--- src/rtl/bht_port_ctrl.sv ---
// -----------------------------------------------------------------------------
// bht_port_ctrl
// Sequencer/arbiter for a single-port array of 2-bit saturating branch
// counters with a 1-cycle synchronous read. After reset it clears the whole
// array to 2'b00. It then shares the port between fetch lookups and a small
// FIFO of retire updates. Each update is a two-cycle read-modify-write.
//
// Ports
//   clk_i, rst_ni              clock, asynchronous active-low reset
//   lkp_valid_i/lkp_idx_i      fetch lookup request
//   lkp_ready_o                lookup accepted this cycle (with lkp_valid_i)
//   pred_valid_o/pred_taken_o  prediction, one cycle after acceptance
//   upd_valid_i/upd_idx_i/
//   upd_taken_i                retire update request
//   upd_ready_o                update queue not full
//   init_done_o                clear sweep finished
//   tbl_en_o/tbl_we_o/
//   tbl_idx_o/tbl_wdata_o      storage port command
//   tbl_rdata_i                storage read data (cycle after a read)
// -----------------------------------------------------------------------------
`ifndef BHT_IDX_WIDTH
`define BHT_IDX_WIDTH 10
`endif

module bht_port_ctrl #(
   parameter int IDX_W    = `BHT_IDX_WIDTH,
   parameter int UQ_DEPTH = 4
) (
   input  logic             clk_i,
   input  logic             rst_ni,
   input  logic             lkp_valid_i,
   input  logic [IDX_W-1:0] lkp_idx_i,
   output logic             lkp_ready_o,
   output logic             pred_valid_o,
   output logic             pred_taken_o,
   input  logic             upd_valid_i,
   input  logic [IDX_W-1:0] upd_idx_i,
   input  logic             upd_taken_i,
   output logic             upd_ready_o,
   output logic             init_done_o,
   output logic             tbl_en_o,
   output logic             tbl_we_o,
   output logic [IDX_W-1:0] tbl_idx_o,
   output logic [1:0]       tbl_wdata_o,
   input  logic [1:0]       tbl_rdata_i
);

   localparam int PTR_W = $clog2(UQ_DEPTH);
   localparam int CNT_W = PTR_W + 1;
   localparam logic [CNT_W-1:0] FULL_CNT = CNT_W'(UQ_DEPTH);
   localparam logic [IDX_W-1:0] LAST_IDX = {IDX_W{1'b1}};

   typedef enum logic [1:0] {
      ST_INIT   = 2'd0,
      ST_IDLE   = 2'd1,
      ST_UPD_WR = 2'd2
   } state_t;

   state_t            r_state;
   state_t            w_state_nxt;
   logic              r_armed;        // low only in the first cycle after reset
   logic              r_init_done;
   logic              r_pred_valid;
   logic [IDX_W-1:0]  r_sweep;
   logic [IDX_W-1:0]  r_q_idx [UQ_DEPTH];
   logic [UQ_DEPTH-1:0] r_q_tkn;
   logic [PTR_W-1:0]  r_wr_ptr;
   logic [PTR_W-1:0]  r_rd_ptr;
   logic [CNT_W-1:0]  r_count;

   logic              w_full;
   logic              w_empty;
   logic              w_push;
   logic              w_pop;
   logic              w_upd_pri;
   logic              w_lkp_grant;
   logic              w_sweep_wr;
   logic [IDX_W-1:0]  w_head_idx;
   logic              w_head_tkn;
   logic [1:0]        w_new_cnt;

   // Saturating 2-bit counter step towards the resolved direction
   function automatic logic [1:0] sat_step(input logic [1:0] old_v, input logic taken);
      logic [1:0] res;
      res = old_v;
      if (taken) begin
         if (old_v != 2'b11) res = old_v + 2'b01;
         else                res = old_v;
      end else begin
         if (old_v != 2'b00) res = old_v - 2'b01;
         else                res = old_v;
      end
      return res;
   endfunction

   assign w_full     = (r_count == FULL_CNT);
   assign w_empty    = (r_count == '0);
   // Ready ignores a same-cycle pop: a full queue never takes a push
   assign w_push     = upd_valid_i && !w_full;
   assign w_upd_pri  = w_full || (!w_empty && !lkp_valid_i);
   assign w_head_idx = r_q_idx[r_rd_ptr];
   assign w_head_tkn = r_q_tkn[r_rd_ptr];
   assign w_new_cnt  = sat_step(tbl_rdata_i, w_head_tkn);

   assign upd_ready_o  = !w_full;
   assign init_done_o  = r_init_done;
   assign pred_valid_o = r_pred_valid;
   assign pred_taken_o = r_pred_valid & tbl_rdata_i[1];

   // Next-state, port command and grant decode
   always_comb begin
      w_state_nxt = r_state;
      tbl_en_o    = 1'b0;
      tbl_we_o    = 1'b0;
      tbl_idx_o   = '0;
      tbl_wdata_o = 2'b00;
      lkp_ready_o = 1'b0;
      w_lkp_grant = 1'b0;
      w_pop       = 1'b0;
      w_sweep_wr  = 1'b0;
      case (r_state)
         ST_INIT: begin
            if (r_armed) begin
               w_sweep_wr = 1'b1;
               tbl_en_o   = 1'b1;
               tbl_we_o   = 1'b1;
               tbl_idx_o  = r_sweep;
               if (r_sweep == LAST_IDX) begin
                  w_state_nxt = ST_IDLE;
               end else begin
                  w_state_nxt = ST_INIT;
               end
            end else begin
               w_state_nxt = ST_INIT;
            end
         end
         ST_IDLE: begin
            lkp_ready_o = !w_upd_pri;
            if (w_upd_pri) begin
               tbl_en_o    = 1'b1;
               tbl_idx_o   = w_head_idx;
               w_state_nxt = ST_UPD_WR;
            end else if (lkp_valid_i) begin
               tbl_en_o    = 1'b1;
               tbl_idx_o   = lkp_idx_i;
               w_lkp_grant = 1'b1;
            end else begin
               w_state_nxt = ST_IDLE;
            end
         end
         ST_UPD_WR: begin
            // Saturated counters need no write-back, the head retires anyway
            w_pop       = 1'b1;
            w_state_nxt = ST_IDLE;
            if (w_new_cnt != tbl_rdata_i) begin
               tbl_en_o    = 1'b1;
               tbl_we_o    = 1'b1;
               tbl_idx_o   = w_head_idx;
               tbl_wdata_o = w_new_cnt;
            end else begin
               tbl_en_o    = 1'b0;
            end
         end
         default: begin
            w_state_nxt = ST_INIT;
         end
      endcase
   end

   // Control state, sweep counter and prediction valid
   always_ff @(posedge clk_i or negedge rst_ni) begin
      if (!rst_ni) begin
         r_state      <= ST_INIT;
         r_armed      <= 1'b0;
         r_sweep      <= '0;
         r_init_done  <= 1'b0;
         r_pred_valid <= 1'b0;
      end else begin
         r_state      <= w_state_nxt;
         r_armed      <= 1'b1;
         r_pred_valid <= w_lkp_grant;
         if (w_sweep_wr) begin
            r_sweep <= r_sweep + IDX_W'(1);
         end
         if (w_sweep_wr && (r_sweep == LAST_IDX)) begin
            r_init_done <= 1'b1;
         end
      end
   end

   // Update FIFO storage, pointers and occupancy
   always_ff @(posedge clk_i or negedge rst_ni) begin
      if (!rst_ni) begin
         r_wr_ptr <= '0;
         r_rd_ptr <= '0;
         r_count  <= '0;
         r_q_tkn  <= '0;
         for (int i = 0; i < UQ_DEPTH; i++) begin
            r_q_idx[i] <= '0;
         end
      end else begin
         if (w_push) begin
            r_q_idx[r_wr_ptr] <= upd_idx_i;
            r_q_tkn[r_wr_ptr] <= upd_taken_i;
            r_wr_ptr          <= r_wr_ptr + PTR_W'(1);
         end
         if (w_pop) begin
            r_rd_ptr <= r_rd_ptr + PTR_W'(1);
         end
         case ({w_push, w_pop})
            2'b10:   r_count <= r_count + CNT_W'(1);
            2'b01:   r_count <= r_count - CNT_W'(1);
            default: r_count <= r_count;
         endcase
      end
   end

endmodule

--- config.mk ---
export PLATFORM = sky130hd
export DESIGN_NAME = bht_port_ctrl
export DESIGN_NICKNAME = d
export VERILOG_FILES = /design/src/rtl/bht_port_ctrl.sv
export SDC_FILE = /design/constraint.sdc
export NUM_CORES = 1
export LEC_CHECK = 0
export CAP_MARGIN = 20
export CORE_UTILIZATION = 50
export DETAILED_ROUTE_END_ITERATION = 6
export PLACE_DENSITY = 0.83
export SLEW_MARGIN = 20
export SYNTH_ARGS = -nofsm -noshare
export SYNTH_HDL_FRONTEND = slang
export SYNTH_SLANG_ARGS = --single-unit
--- constraint.sdc ---
create_clock -name clk_i -period 2.8 [get_ports clk_i]
set_input_delay 0.42 -clock clk_i [delete_from_list [all_inputs] [get_ports clk_i]]
set_output_delay 0.42 -clock clk_i [all_outputs]
set_load 0.01 [all_outputs]
==> results_dict.tcl, run 1 <==
set metrics [dict create \
    status "finished, final reports clean" \
    final_nets 336 \
    synthTopCellsByArea "dfrtp_1, mux2_1, mux4_2, xnor2_1, a22oi_1" \
    p_leak_nw 1.84 \
    h-tree-depth 3 \
    rr_startpoint "r_count[0]" \
    crit_path_max_fanout 10 \
    fin_crit_ps 2700 \
    ys_ff_latch 66 \
    cts_hold_buffers 0 \
    yosysWarnings 0 \
    hpwlAfterDp_um 4470 \
    cts_tree "built" \
    cp-end-kind "output pin" \
    r2r-end "r_count[2]" \
    yosysTopAreaCell "dfrtp_1" \
    clkTransAtPathRegs_ps 80 \
    clk_latency_ps 340 \
    power_density_mw_per_mm2 894 \
    async_reset_ff_frac 1.00 \
    synth.top_cell.area_share 0.509 \
    drc 0 \
    final.setup.tns_ps 0 \
    fin_crit_sh 0.964 \
    final_cell_mix "dfrtp_1, mux2_1, clkdlybuf4s50_1, inv_1, nand2_1" \
    antenna_found_initial 0 \
    setup_viol 0 \
    avgSynthCellArea_um2 13.3 \
    cts-buffers-inserted 9 \
    grt_max_degree 24 \
    syn_to_final_growth_pct 24.1 \
    worst-slew-pin-transition_ps 501 \
    fillCellCount 473 \
    drtIter0Drc 116 \
    chipWidth_um 82.6 \
    dr.pass1.iters 4 \
    clockBufferDepth 2 \
    num_vias 2091 \
    max-vdd-ir-drop_v 0.000489 \
    syn_nets 279 \
    cp.required_ps 2380 \
    syn-cell-area_mm2 0.00325 \
    die-area_mm2 0.00682 \
    place_congestion 0.756 \
    hold_ws_ps 40.6 \
    synth.distinct_cells 38 \
    port_buffers 45 \
    final_common_cell "dfrtp_1" \
    root_buffer "clkbuf_8" \
    cp-start-kind "flop" \
    criticalPathCategory "reg -> out" \
    ant_nets 0 \
    wl_um 6420 \
    grt_pass1_wl_um 10500 \
    ys_seq_area_frac 0.509 \
    row_count 28 \
    max_slew_margin 0.666 \
    syn_inst 245 \
    rrSetupSlack_ps 560 \
    max_freq_mhz 370 \
    synth_edf_count 0 \
    die_y_um 82.6 \
    rsz0062_at_grt "false" \
    cts.sinks 66 \
    synth-main-ff-cell "dfrtp_1" \
    grt_overflow_total 0 \
    hold_class "in -> async" \
    crit_arrival_ps 2280 \
    core-area_mm2 0.00610 \
    wire_per_inst_um 16.8 \
    start_util 0.533 \
    maxCapViolCount 0 \
    reg2reg_depth 9 \
    n_antenna_cell 0 \
    slew_violations 0 \
    io_pins 46 \
    grt_pass1_vias 2154 \
    hold_viol 0 \
    routed_via_density 5.47 \
    track_usage 0.216 \
    drive_above_1_share 0.150 \
    finalClockSkew_ps 7.07 \
]
sequential cells by signal, indices dropped and copies added, names as in the netlist:
name / cells
r_q_idx: 40
r_q_tkn: 4
pred_valid_o: 1
init_done_o: 1
r_count: 3
r_state: 2
r_wr_ptr: 2
r_rd_ptr: 2
r_armed: 1
r_sweep: 10
logic make-up after synthesis:
family	after synthesis	synth area share
flip-flops	66	0.509
multiplexers	58	0.241
AND/OR/NAND/NOR	44	0.0805
AO/OA/AOI/OAI	27	0.0543
buffers and inverters	26	0.0420
XOR/XNOR	16	0.0432
adder cells (fa/ha/maj)	7	0.0293
other	1	0.00115
Yosys cell counts (2+ instances only):
cell	number
a21oi_1	2
nand4_1	2
nand2_4	4
nand2_1	12
and2_1	3
mux2_1	44
mux4_2	10
o21ai_0	2
clkbuf_1	2
dfrtp_1	66
a22oi_1	10
ha_1	6
inv_1	17
nor2_1	8
xor2_1	6
nand2b_1	5
xnor2_1	10
buf_6	5
and3_1	3
o21ai_1	10
metal layers:
layer  up-vias  wire length (um)  global-route usage  part of all wire
met5         -                 0                   0                 0
met4         0               101               0.107             0.016
met3        11               198              0.0516             0.031
met2        37              3210               0.348              0.50
met1      1068              2910               0.273              0.45
li1        975                 -                   -                 -
stage by stage:
step	worst slack (ps)	utilization	total power, mW	instances	cell area [um^2]
5_1_grt	16.5	0.661	3.83	382	4030
4_1_cts	24.8	0.659	3.62	381	4020
6_report	99.7	0.661	3.60	382	4030
2_1_floorplan	564	-	2.38	245	3250
3_3_place_gp	144	0.618	2.63	363	3770
3_5_place_dp	92.0	0.618	2.71	363	3770
worst max-delay path, stage by stage (launching register included):
cell and delay, ps:
dfrtp_1 380, mux4_2 530, buf_4 160, mux2i_4 200, a21oi_4 80, buf_12 150, o21ai_1 150, dlygate4sd2_1 280
layout make-up:
cell class                      instances  area [um^2]  area share
Multi-Input combinational cell        153         1470       0.364
Inverter                               17         63.8      0.0158
Clock inverter                          7          101      0.0251
Tap cell                               75         93.8      0.0233
Timing Repair Buffer                   55          528       0.131
Sequential cell                        66         1650       0.410
Clock buffer                            9          124      0.0307
worst max path at each step:
stage,startpoint,to
final,r_rd_ptr[0],tbl_idx_o[7]
after global routing,r_rd_ptr[0],tbl_idx_o[6]
after CTS,r_rd_ptr[0],tbl_wdata_o[1]
after detailed placement,tbl_rdata_i[1],tbl_idx_o[7]
after global placement,tbl_rdata_i[1],tbl_idx_o[7]
after floorplan,r_count[0],r_count[2]
where the power goes:
group          switching, mW  internal (mW)  total, mW  leakage [nW]
combinational          0.477          0.603       1.08         0.933
clock                  0.386          0.508      0.895         0.106
sequential             0.258           1.37       1.63         0.804
repair_timing:
action | CTS | global route
resized for setup | 11 | 3
pin swaps | 1 | 0
endpoints found under the setup margin | 10 | 1
setup buffers | 2 | 1
(Power assumes the default switching activity.)
==> run 2, diff against run 1 <==
--- a/config.mk
+++ b/config.mk
@@ -6,9 +6,10 @@
 export NUM_CORES = 1
 export LEC_CHECK = 0
 export CAP_MARGIN = 20
-export CORE_UTILIZATION = 50
+export CORE_UTILIZATION = 30
 export DETAILED_ROUTE_END_ITERATION = 6
-export PLACE_DENSITY = 0.83
+export PLACE_DENSITY = 0.58
+export SKIP_CTS_REPAIR_TIMING = 1
 export SLEW_MARGIN = 20
 export SYNTH_ARGS = -nofsm -noshare
 export SYNTH_HDL_FRONTEND = slang
==> run 2 against run 1 <==
Compared with the run above:
- flip-flop and latch count unchanged
- die area increased by 65%
- cell count increased by 16%
- sequential share of layout area decreased by 1.1 points
- non-clock buffer count unchanged
- largest cell class unchanged
- combinational power about the same
- fmax increased by 8.7%
- first-iteration DRC count decreased by 47%
- worst hold slack improved by 83 ps
==> results_dict.tcl, run 2 (synthesis results as in run 1) <==
set metrics [dict create \
    largest_reg_flops 40 \
    start_util 0.312 \
    crit_start "r_count[0]" \
    die-area_mm2 0.0112 \
    antenna_found_initial 0 \
    cts_tree "built" \
    final_area_mm2 0.00415 \
    rrSetupSlack_ps 600 \
    grt_overflow_total 0 \
    fin_crit_ps 2490 \
    dp.cells 424 \
    worst-slew-pin-transition_ps 695 \
    port_buffers 45 \
    final_cell_mix "dfrtp_1, mux2_1, clkdlybuf4s50_1, inv_1, dlymetal6s2s_1" \
    cp_slowest_cell "or3b_4" \
    cp.required_ps 2380 \
    crit_arrival_ps 2070 \
    cts-buffers-inserted 9 \
    drc 0 \
    rr_startpoint "r_count[0]" \
    dr.pass1.iters 4 \
    cp-start-kind "flop" \
    hpwlAfterDp_um 4900 \
    grt_max_degree 31 \
    final_common_cell "dfrtp_1" \
    wl_um 6680 \
    slew_violations 0 \
    setup_viol 0 \
    hold_class "in -> async" \
    final_nets 336 \
    num_vias 2043 \
    setup_ws_ps 315 \
    ff_latch_area_mm2 0.00165 \
    ant_nets 0 \
    die_y_um 106 \
    track_usage 0.133 \
    max_slew_margin 0.537 \
    crit_path_max_fanout 11 \
    post_dp_cell_area_mm2 0.00384 \
    power_density_mw_per_mm2 859 \
    r2r-end "r_count[2]" \
    grt_pass1_wl_um 11200 \
    core-area_mm2 0.0104 \
    p_leak_nw 1.97 \
    final-instance-count-excl-fill 443 \
    clkTransAtPathRegs_ps 80 \
    cp-end-kind "output pin" \
    grt_pass1_vias 2211 \
    post-route-util 0.398 \
    fillCellCount 976 \
    place_congestion 0.699 \
    reg2reg_depth 9 \
    max-vdd-ir-drop_v 0.000286 \
    final.setup.tns_ps 0 \
    multi_input_area_mm2 0.00148 \
    criticalPathCategory "reg -> out" \
    cpPeakStageDelay_ps 450 \
    syn_to_final_growth_pct 27.7 \
    maxCapViolCount 0 \
    hold_ws_ps 124 \
    routed_via_density 4.61 \
    max_freq_mhz 402 \
    status "finished, final reports clean" \
    finalClockSkew_ps 7.24 \
    io_pins 46 \
    worstSetupEndpoint "tbl_idx_o[1]" \
    rsz0062_at_grt "false" \
    root_buffer "clkbuf_8" \
    largest-register "r_q_idx" \
    clk_latency_ps 340 \
    worstPathCellList "or3b_4, and4b_1, buf_4, a22oi_1, o21ai_1, dlymetal6s2s_1" \
    p_total_mw 3.56 \
    largest_registers "r_q_idx x40, r_sweep x10, r_q_tkn x4" \
    clockBufferDepth 2 \
    post-place-ws_ps 107 \
    cts.sinks 66 \
    drtIter0Drc 61 \
    wire_per_inst_um 15.1 \
    n_antenna_cell 0 \
    chipWidth_um 106 \
    row_count 37 \
    fin_crit_sh 0.888 \
    h-tree-depth 3 \
    hold_viol 0 \
    drive_above_1_share 0.156 \
]
==> run 2: area by class of cell <==
class	count	share of cell area
clock buffer	9	0.0299
clock inverter	7	0.0226
inverter	17	0.0154
multi-input combinational	153	0.356
sequential	66	0.398
tap	136	0.0411
timing repair buffer	55	0.136
==> run 2: layer usage <==
metal  wire [um]  vias up  part of all wire  track usage
met4         161        0             0.024       0.0794
met2        3180       40              0.48        0.216
met3         215       13             0.032       0.0227
li1            -      974                 -            -
met1        3130     1016              0.47        0.167
met5           0        -                 0            0
==> run 2: worst min-delay path by stage <==
stage,start,depth (start not counted),slack (ps),to
final,rst_ni,1,120,r_q_idx[32]
after global routing,rst_ni,1,170,r_q_idx[11]
after CTS,rst_ni,1,140,r_q_idx[32]
after detailed placement,init_done_o,1,460,init_done_o
after global placement,init_done_o,1,450,init_done_o
after floorplan,rst_ni,0,120,init_done_o
==> run 2: worst max-delay path, delay by kind of cell, from the launching register on <==
family          cells  cell delay (ps)
flops               1              430
compound gates      2              270
buf+inv             2              350
simple gates        2              660
==> run 2: power by group <==
part | switching, mW | internal, mW | total (mW)
Sequential | 0.247 | 1.37 | 1.61
Combinational | 0.470 | 0.610 | 1.08
Clock | 0.366 | 0.499 | 0.865
Total | 1.08 | 2.48 | 3.56
